## src/rtl/key_press_pulse.sv

```systemverilog
// key_press_pulse: conditions a raw active-low push-button pin into clean
// single-cycle press/release pulses and a debounced held level.
// The pin is brought into the clk domain by a two-flop synchronizer. A
// stability counter then accepts a level change only after DEBOUNCE_CYCLES
// consecutive mismatching samples.
// The release pulse port is named release_pulse because "release" is a
// reserved word in SystemVerilog.
module key_press_pulse #(
  parameter int DEBOUNCE_CYCLES = 500000,
  parameter int CNT_W           = $clog2(DEBOUNCE_CYCLES + 1)
) (
  input  logic clk,
  input  logic reset,
  input  logic key_n,
  output logic press,
  output logic release_pulse,
  output logic held
);

  // The held bit is the state MSB, so held comes straight from a flop.
  typedef enum logic [1:0] {
    UP_STABLE   = 2'b00,
    UP_COUNT    = 2'b01,
    DOWN_STABLE = 2'b10,
    DOWN_COUNT  = 2'b11
  } state_t;

  localparam logic [CNT_W-1:0] LAST = CNT_W'(DEBOUNCE_CYCLES - 1);

  logic             s1;
  logic             s2;
  logic             raw;
  logic             done;
  state_t           state;
  state_t           state_next;
  logic [CNT_W-1:0] cnt;
  logic [CNT_W-1:0] cnt_next;
  logic             press_next;
  logic             release_next;

  assign raw  = ~s2;
  assign done = (cnt == LAST);
  assign held = state[1];

  // Two-flop synchronizer. Only s1 may go metastable, and only s2 reads it.
  always_ff @(posedge clk or negedge reset) begin
    if (!reset) begin
      s1 <= 1'b1;
      s2 <= 1'b1;
    end else begin
      s1 <= key_n;
      s2 <= s1;
    end
  end

  // Debounce state, stability counter and registered edge pulses.
  always_ff @(posedge clk or negedge reset) begin
    if (!reset) begin
      state         <= UP_STABLE;
      cnt           <= '0;
      press         <= 1'b0;
      release_pulse <= 1'b0;
    end else begin
      state         <= state_next;
      cnt           <= cnt_next;
      press         <= press_next;
      release_pulse <= release_next;
    end
  end

  // Next state: a sample matching the held level clears the count. A full
  // run of mismatching samples flips the level and fires one pulse.
  always_comb begin
    state_next   = state;
    cnt_next     = cnt;
    press_next   = 1'b0;
    release_next = 1'b0;
    case (state)
      UP_STABLE, UP_COUNT: begin
        if (!raw) begin
          state_next = UP_STABLE;
          cnt_next   = '0;
        end else if (done) begin
          state_next = DOWN_STABLE;
          cnt_next   = '0;
          press_next = 1'b1;
        end else begin
          state_next = UP_COUNT;
          cnt_next   = cnt + CNT_W'(1);
        end
      end
      DOWN_STABLE, DOWN_COUNT: begin
        if (raw) begin
          state_next = DOWN_STABLE;
          cnt_next   = '0;
        end else if (done) begin
          state_next   = UP_STABLE;
          cnt_next     = '0;
          release_next = 1'b1;
        end else begin
          state_next = DOWN_COUNT;
          cnt_next   = cnt + CNT_W'(1);
        end
      end
      default: begin
        state_next = UP_STABLE;
        cnt_next   = '0;
      end
    endcase
  end

endmodule

```

## config.mk

```make
export PLATFORM = sky130hd
export DESIGN_NAME = key_press_pulse
export DESIGN_NICKNAME = d
export VERILOG_FILES = /design/src/rtl/key_press_pulse.sv
export SDC_FILE = /design/constraint.sdc
export NUM_CORES = 1
export LEC_CHECK = 0
export ABC_AREA = 1
export ABC_CLOCK_PERIOD_IN_PS = 1700
export CORE_MARGIN = 4
export CORE_UTILIZATION = 35
export CTS_BUF_LIST = sky130_fd_sc_hd__clkbuf_4
export DETAILED_ROUTE_END_ITERATION = 16
export GPL_ROUTABILITY_DRIVEN = 0
export PLACE_DENSITY = 0.58
export RECOVER_POWER = 100
export SLEW_MARGIN = 20
export SYNTH_ARGS = -nofsm -noshare
export SYNTH_HDL_FRONTEND = slang
export SYNTH_SLANG_ARGS = --single-unit
```

## constraint.sdc

```tcl
create_clock -name clk -period 1.7 [get_ports clk]
set_input_delay 0.255 -clock clk [delete_from_list [all_inputs] [get_ports clk]]
set_output_delay 0.255 -clock clk [all_outputs]
set_load 0.005 [all_outputs]
```

==> parameters.txt, run 1 <==
Parameter                              Value

Pwr
  Leakage power summed over all cells    roughly 0.6 nW
  Power density over the cells    738 mW/mm^2
  Peak VDD IR    between 300 and 400 uV

Routing
  Number of design rule violations left after detail routing    0
  Met3 routed wirelength    105 um
  Starting DRT DRC Count    68
  Sum of routed wire segments on met1    around 1.1 mm
  Vias per inst    4.68
  Initial DRT Pass Iterations    4
  Wirelength per Cell    between 10 and 15 um
  Via total after detailed routing    1020
  Top routing layer in use    met4
  Detailed route wirelength on metal2    ~1.2 mm
  Count of antenna-violating nets left after detailed routing    0
  Total detailed-routing wirelength    between 2 and 2.5 mm

Yosys
  Netlist area before placement    approximately 0.0013 mm^2
  Most frequent cell after synthesis    sky130_fd_sc_hd__nand2_1
  Main area contributors after synthesis    sky130_fd_sc_hd__dfrtp_1, sky130_fd_sc_hd__nand2_1, sky130_fd_sc_hd__nor2_1
  Most common flop cell mapped by yosys    sky130_fd_sc_hd__dfrtp_1
  Count of flip-flops with a built-in enable after synthesis    0
  Synth Net Count    roughly 170
  Syn. warnings    0
  Top post-synthesis cells by count    sky130_fd_sc_hd__nand2_1, sky130_fd_sc_hd__nor2_1, sky130_fd_sc_hd__dfrtp_1, sky130_fd_sc_hd__inv_1, sky130_fd_sc_hd__xor2_1
  Sequential share of the synthesized area    0.472
  Yosys top cell area share    0.431
  Synthesized instance count    about 160
  Yosys reg bits    24
  Library cells used by synthesis    23
  Cell type with the highest aggregate area in the netlist    sky130_fd_sc_hd__dfrtp_1
  Mean Syn Cell Area    just under 8 um^2
  Share of flip-flops with an asynchronous set or reset    1.00

Outcome
  Run status    finished, final reports clean

Cells and area
  Register area    a little over 600 um^2
  Area used by multi-input combinational logic    around 590 um^2
  Ant. Diodes    0
  Number of filler instances in the final layout    ~360
  Layout cell share with drive strength beyond 1    0.0814
  Growth of design area from synthesis to finish    11.7%
  Final net count    177

Timing
  Count of final setup violators    0
  Setup TNS Final    0 ns
  Final Skew    around 0.011 ns
  Highest clock rate    roughly 650 MHz
  Final Hold Viols    0
  Max transition margin    0.601
  Unrepaired setup endpoints after global routing    no
  Final max-slew violation count    0
  Tcrit/Tclk final    0.909
  Final min period    about 1.5 ns
  Transition at the pin with the smallest max-transition slack    0.598 ns
  Setup slack after layout    0.155 ns

Place
  Final HPWL DP    between 1.5 and 2 mm
  Minimum setup slack after placement    between 0.15 and 0.2 ns
  Input/output buffers    5

Critical path
  Worst setup path class    reg -> reg
  Top fanout value on the critical path    5
  Reg2reg path depth    7
  CP Data Required Time    approximately 1.9 ns
  Crit path from    cnt[0]$_DFF_PN0_
  Startpoint of the lowest-slack register-to-register path    cnt[0]$_DFF_PN0_
  Critical Path Start Type    flop
  Arr. time, crit path    1.76 ns
  End of the critical path    cnt[10]$_DFF_PN0_
  Worst reg2reg endpoint    cnt[10]$_DFF_PN0_
  R2R setup slack    ~0.15 ns
  Crit end category    flop

Global route
  Global-route wire length before repair    4.45 mm
  Number of global-route vias before repair    987
  Total overflow reported by the global router    0
  Antenna violations before repair    0
  Maximum number of pins on one net before global-route repair    25
  All-layer global routing usage    0.129

Clocking
  Number of hold buffers added after cts    0
  Clk slew on worst S/H paths    about 0.15 ns
  TritonCTS clock tree    built
  Worst-Skew Late Latency    0.33 ns
  Depth of the CTS H-tree    1
  Number of sinks driven by the clock tree    24
  CTS Root Buffer Type    sky130_fd_sc_hd__clkbuf_4
  CTS buffer count    3
  CTS resizes    0
  Buffers from clock root to sink, at most    2
  Setup repair bufs after CTS    0

Die
  Die Y-Extent    68.4 um
  Die Wd    68.4 um
  Total I/O pin count    6
  Area of the placeable core    0.00344 mm^2
  Starting density of the core    0.371
  Area enclosed by the die boundary    0.00468 mm^2
  Count of standard-cell rows    21

Run
  Max-cap viol count    0

Min path
  Class of the most critical hold timing path    reg -> reg
[through the flow]
step / util / hold WS, ns / power, W / cell area [um^2] / cells
after floorplan: - / -0.0406 / 0.000618 / 1280 / 163
after global placement: 0.401 / 0.346 / 0.000639 / 1380 / 214
after detailed placement: 0.401 / 0.349 / 0.000640 / 1380 / 214
after CTS: 0.417 / 0.275 / 0.00106 / 1430 / 218
after global routing: 0.414 / 0.370 / 0.00109 / 1430 / 218
final: 0.414 / 0.368 / 0.00105 / 1430 / 218
[worst max-delay path: stages, from the launching register on]
cell	delay, ns
sky130_fd_sc_hd__dfrtp_1	0.40
sky130_fd_sc_hd__ha_1	0.25
sky130_fd_sc_hd__nand2_1	0.12
sky130_fd_sc_hd__nor2_4	0.16
sky130_fd_sc_hd__nand2_2	0.10
sky130_fd_sc_hd__nor2_4	0.12
sky130_fd_sc_hd__xor2_1	0.18
sky130_fd_sc_hd__nor2_1	0.09
[kinds of logic after synthesis]
group           count (synthesis)  synth area share
buf+inv                        20            0.0646
simple gates                  104             0.366
flops                          24             0.472
compound gates                  5            0.0255
xor+xnor                        9            0.0617
fa+ha+maj                       1           0.00979
[final cells by class]
cell class                      instances  share of cell area
Sequential cell                        24               0.423
Multi-Input combinational cell        119               0.411
Inverter                               19              0.0500
Tap cell                               46              0.0404
Timing Repair Buffer                    6              0.0386
Clock inverter                          1              0.0211
Clock buffer                            3              0.0158
[power by group]
part	switching (W)	internal, W
Combinational	0.0000260	0.0000120
Clock	0.000188	0.000239
Sequential	0.00000648	0.000581
Total	0.000221	0.000832
[flip-flops by register name, summed over array words and instances, names as in the netlist]
| name | flops |
|---|---|
| cnt | 19 |
| press | 1 |
| release_pulse | 1 |
| s1 | 1 |
| s2 | 1 |
| state | 1 |
[metal layers]
metal / vias to the layer above / track usage
li1: 520 / -
met1: 472 / 0.165
met2: 21 / 0.209
met3: 7 / 0.0230
met4: 0 / 0.0620
met5: - / 0
[placed cells by master (no fill, tap or decap)]
cell type,count
sky130_fd_sc_hd__nand3_1,7
sky130_fd_sc_hd__nand2_1,42
sky130_fd_sc_hd__nand2_2,1
sky130_fd_sc_hd__clkbuf_2,1
sky130_fd_sc_hd__inv_1,19
sky130_fd_sc_hd__nand4_1,5
sky130_fd_sc_hd__dlygate4sd3_1,4
sky130_fd_sc_hd__a21oi_1,1
sky130_fd_sc_hd__dfstp_2,2
sky130_fd_sc_hd__clkbuf_4,3
sky130_fd_sc_hd__dfrtp_1,22
sky130_fd_sc_hd__and2_1,1
sky130_fd_sc_hd__o21ai_0,1
sky130_fd_sc_hd__bufinv_16,1
sky130_fd_sc_hd__nand2_4,1
sky130_fd_sc_hd__xnor2_1,1
sky130_fd_sc_hd__nand3b_1,2
sky130_fd_sc_hd__nor2_1,36
sky130_fd_sc_hd__nor2_2,2
sky130_fd_sc_hd__nand3_2,1
sky130_fd_sc_hd__nor3_1,4
sky130_fd_sc_hd__ha_1,1
sky130_fd_sc_hd__clkdlybuf4s50_1,1
sky130_fd_sc_hd__o21bai_1,3
sky130_fd_sc_hd__xor2_1,8
sky130_fd_sc_hd__nor2_4,2
[how the worst min path moves through the flow]
stage | from | to | cells past startpoint
after floorplan | reset | cnt[0]$_DFF_PN0_ | 0
after global placement | s1$_DFF_PN1_ | s2$_DFF_PN1_ | 0
after detailed placement | s1$_DFF_PN1_ | s2$_DFF_PN1_ | 0
after CTS | reset | state[1]$_DFF_PN0_ | 2
after global routing | s1$_DFF_PN1_ | s2$_DFF_PN1_ | 0
final | s1$_DFF_PN1_ | s2$_DFF_PN1_ | 0
Note: power is estimated with default switching activity, not from simulation.
==> inputs of run 2 (changes only) <==
--- a/config.mk
+++ b/config.mk
@@ -8,11 +8,11 @@
 export ABC_AREA = 1
 export ABC_CLOCK_PERIOD_IN_PS = 1700
 export CORE_MARGIN = 4
-export CORE_UTILIZATION = 35
+export CORE_UTILIZATION = 25
 export CTS_BUF_LIST = sky130_fd_sc_hd__clkbuf_4
 export DETAILED_ROUTE_END_ITERATION = 16
 export GPL_ROUTABILITY_DRIVEN = 0
-export PLACE_DENSITY = 0.58
+export PLACE_DENSITY = 0.47
 export RECOVER_POWER = 100
 export SLEW_MARGIN = 20
 export SYNTH_ARGS = -nofsm -noshare
==> run 2 against run 1 <==
Effect of this change: first-iteration DRC count shrank 16%; clock-buffer cell count is the same; non-clock buffer count is the same; register-to-register slack gained 0.04 ns; die area grew 35%; global-route usage shrank 3.8 points; final area grew 1.8%; critical path type is now reg -> out; critical endpoint is now held; largest cell class unchanged.
==> parameters.txt, run 2 (synthesis results as in run 1) <==
Parameter                              Value

Min path
  Class of the most critical hold timing path    reg -> reg (unchanged)

Clocking
  Number of hold buffers added after cts    0 (unchanged)
  CTS buffer count    3 (unchanged)
  CTS resizes    0 (unchanged)
  Buffers from clock root to sink, at most    2 (unchanged)
  CTS Root Buffer Type    sky130_fd_sc_hd__clkbuf_4 (unchanged)
  TritonCTS clock tree    built (unchanged)
  Depth of the CTS H-tree    1 (unchanged)
  Number of sinks driven by the clock tree    24 (unchanged)
  Worst-Skew Late Latency    0.33 ns (about the same)
  Clk slew on worst S/H paths    0.14 ns (was 0.15 ns)
  Setup repair bufs after CTS    0 (unchanged)

Timing
  Final Hold Viols    0 (unchanged)
  Tcrit/Tclk final    0.945 (was 0.909)
  Transition at the pin with the smallest max-transition slack    0.603 ns (was 0.598 ns)
  Final max-slew violation count    0 (unchanged)
  Final min period    1.61 ns (was 1.55 ns)
  Setup TNS Final    0 ns (unchanged)
  Unrepaired setup endpoints after global routing    no (unchanged)
  Count of final setup violators    0 (unchanged)
  Max transition margin    0.598 (was 0.601)
  Final Skew    0.0102 ns (was 0.0106 ns)
  Highest clock rate    623 MHz (was 647 MHz)

Critical path
  Gate family responsible for the most delay along the worst path    buffers and inverters (was simple AND/OR/NAND/NOR gates)
  Top fanout value on the critical path    5 (unchanged)
  Crit-path max cell delay    0.59 ns (was 0.40 ns)
  Critical Path Start Type    flop (unchanged)
  Arr. time, crit path    1.35 ns (was 1.76 ns)
  Worst path slowest cell    sky130_fd_sc_hd__dlygate4sd3_1 (was sky130_fd_sc_hd__dfrtp_1)
  Crit end category    output pin (was flop)
  CP Data Required Time    1.44 ns (was 1.92 ns)
  Buffers & Inverters on Critical Path    1 (was 0)
  Chain of cells forming the critical path    dlygate4sd3_1 (was ha_1 -> nand2_1 -> nor2_4 -> nand2_2 -> nor2_4 -> xor2_1 -> nor2_1)
  Worst setup path class    reg -> out (was reg -> reg)

Pwr
  Total Power Consumption    0.00105 W (about the same)
  Power density over the cells    719 mW/mm^2 (was 738 mW/mm^2)
  Peak VDD IR    273 uV (was 329 uV)
  Leakage power summed over all cells    0.606 nW (was 0.602 nW)

Cells and area
  Top reg by flops    cnt (unchanged)
  Layout cell share with drive strength beyond 1    0.0872 (was 0.0814)
  Number of filler instances in the final layout    533 (was 362)
  Number of flip-flops in the largest register    19 (unchanged)
  Top library cells by usage in the layout, fill and taps aside    sky130_fd_sc_hd__nand2_1, sky130_fd_sc_hd__nor2_1, sky130_fd_sc_hd__dfrtp_1, sky130_fd_sc_hd__inv_1, sky130_fd_sc_hd__xor2_1 (unchanged)
  Growth of design area from synthesis to finish    13.7% (was 11.7%)
  Leading cell type in the layout, fill and taps excluded    sky130_fd_sc_hd__nand2_1 (unchanged)
  Finished layout cell area    0.00145 mm^2 (was 0.00143 mm^2)
  Ant. Diodes    0 (unchanged)
  Final net count    177 (unchanged)

Routing
  Via total after detailed routing    992 (was 1020)
  Count of antenna-violating nets left after detailed routing    0 (unchanged)
  Initial DRT Pass Iterations    4 (unchanged)
  Wirelength per Cell    10.5 um (was 11.4 um)
  Number of design rule violations left after detail routing    0 (unchanged)
  Vias per inst    4.15 (was 4.68)
  Total detailed-routing wirelength    2.50 mm (was 2.49 mm)
  Starting DRT DRC Count    57 (was 68)

Die
  Count of standard-cell rows    25 (was 21)
  Area enclosed by the die boundary    0.00632 mm^2 (was 0.00468 mm^2)
  Starting density of the core    0.263 (was 0.371)
  Total I/O pin count    6 (unchanged)
  Area of the placeable core    0.00485 mm^2 (was 0.00344 mm^2)
  Die Y-Extent    79.5 um (was 68.4 um)
  Die Wd    79.5 um (was 68.4 um)

Global route
  Antenna violations before repair    0 (unchanged)
  All-layer global routing usage    0.0915 (was 0.129)
  Maximum number of pins on one net before global-route repair    25 (unchanged)
  Number of global-route vias before repair    1020 (was 987)
  Total overflow reported by the global router    0 (unchanged)
  Global-route wire length before repair    4.57 mm (was 4.45 mm)

Run
  Max-cap viol count    0 (unchanged)

Outcome
  Run status    finished, final reports clean (unchanged)

Place
  Input/output buffers    5 (unchanged)
  Area after detailed placement    0.00141 mm^2 (was 0.00138 mm^2)
  Final HPWL DP    1.93 mm (was 1.84 mm)
## run 2: cell count changes in the layout (fill, tap and decap cells not counted)
| cell | before | now |
|---|---|---|
| sky130_fd_sc_hd__clkdlybuf4s50_1 | 1 | 0 |
| sky130_fd_sc_hd__dlygate4sd3_1 | 4 | 5 |
| sky130_fd_sc_hd__nor2_2 | 2 | 3 |
| sky130_fd_sc_hd__nor2_4 | 2 | 1 |
| sky130_fd_sc_hd__nor3_1 | 4 | 3 |
| sky130_fd_sc_hd__nor3_2 | 0 | 1 |
## run 2: layout make-up
class / instances / area, um^2 / share of cell area
Clock buffer: 3 / 22.5 / 0.0155
Clock inverter: 1 / 30.0 / 0.0207
Inverter: 19 / 71.3 / 0.0491
Multi-Input combinational cell: 119 / 587 / 0.404
Sequential cell: 24 / 603 / 0.415
Tap cell: 67 / 83.8 / 0.0577
Timing Repair Buffer: 6 / 55.1 / 0.0379
## run 2: worst paths after layout
check                      cells after the start  slack [ns]                end               start
min reg2reg                                    0        0.37       s2$_DFF_PN1_        s1$_DFF_PN1_
max in group asynchronous                      2        0.86  cnt[16]$_DFF_PN0_               reset
max reg2reg                                    7        0.19  cnt[10]$_DFF_PN0_    cnt[0]$_DFF_PN0_
min                                            0        0.37       s2$_DFF_PN1_        s1$_DFF_PN1_
min in group asynchronous                      2        0.45   cnt[6]$_DFF_PN0_               reset
max                                            1        0.09               held  state[1]$_DFF_PN0_
## run 2: report_power, final
part	internal (W)	switching, W	total, W
logic	0.0000119	0.0000259	0.0000378
clock network	0.000239	0.000181	0.000420
registers	0.000581	0.00000653	0.000588
total	0.000832	0.000214	0.00105
## run 2: metrics by stage
step	std cells	hold WS, ns	setup slack [ns]	utilization
global placement	235	0.346	0.261	0.290
global route	239	0.370	0.0267	0.300
floorplan	163	-0.0406	0.355	-
detailed placement	235	0.347	0.214	0.290
finish	239	0.366	0.0940	0.300
CTS	239	0.278	0.151	0.301
## run 2: routing by layer
layer | up-vias | track usage | part of all wire
li1 | 522 | - | -
met1 | 454 | 0.117 | 0.50
met2 | 11 | 0.149 | 0.45
met3 | 5 | 0.0203 | 0.033
met4 | 0 | 0.0361 | 0.018
met5 | - | 0 | 0
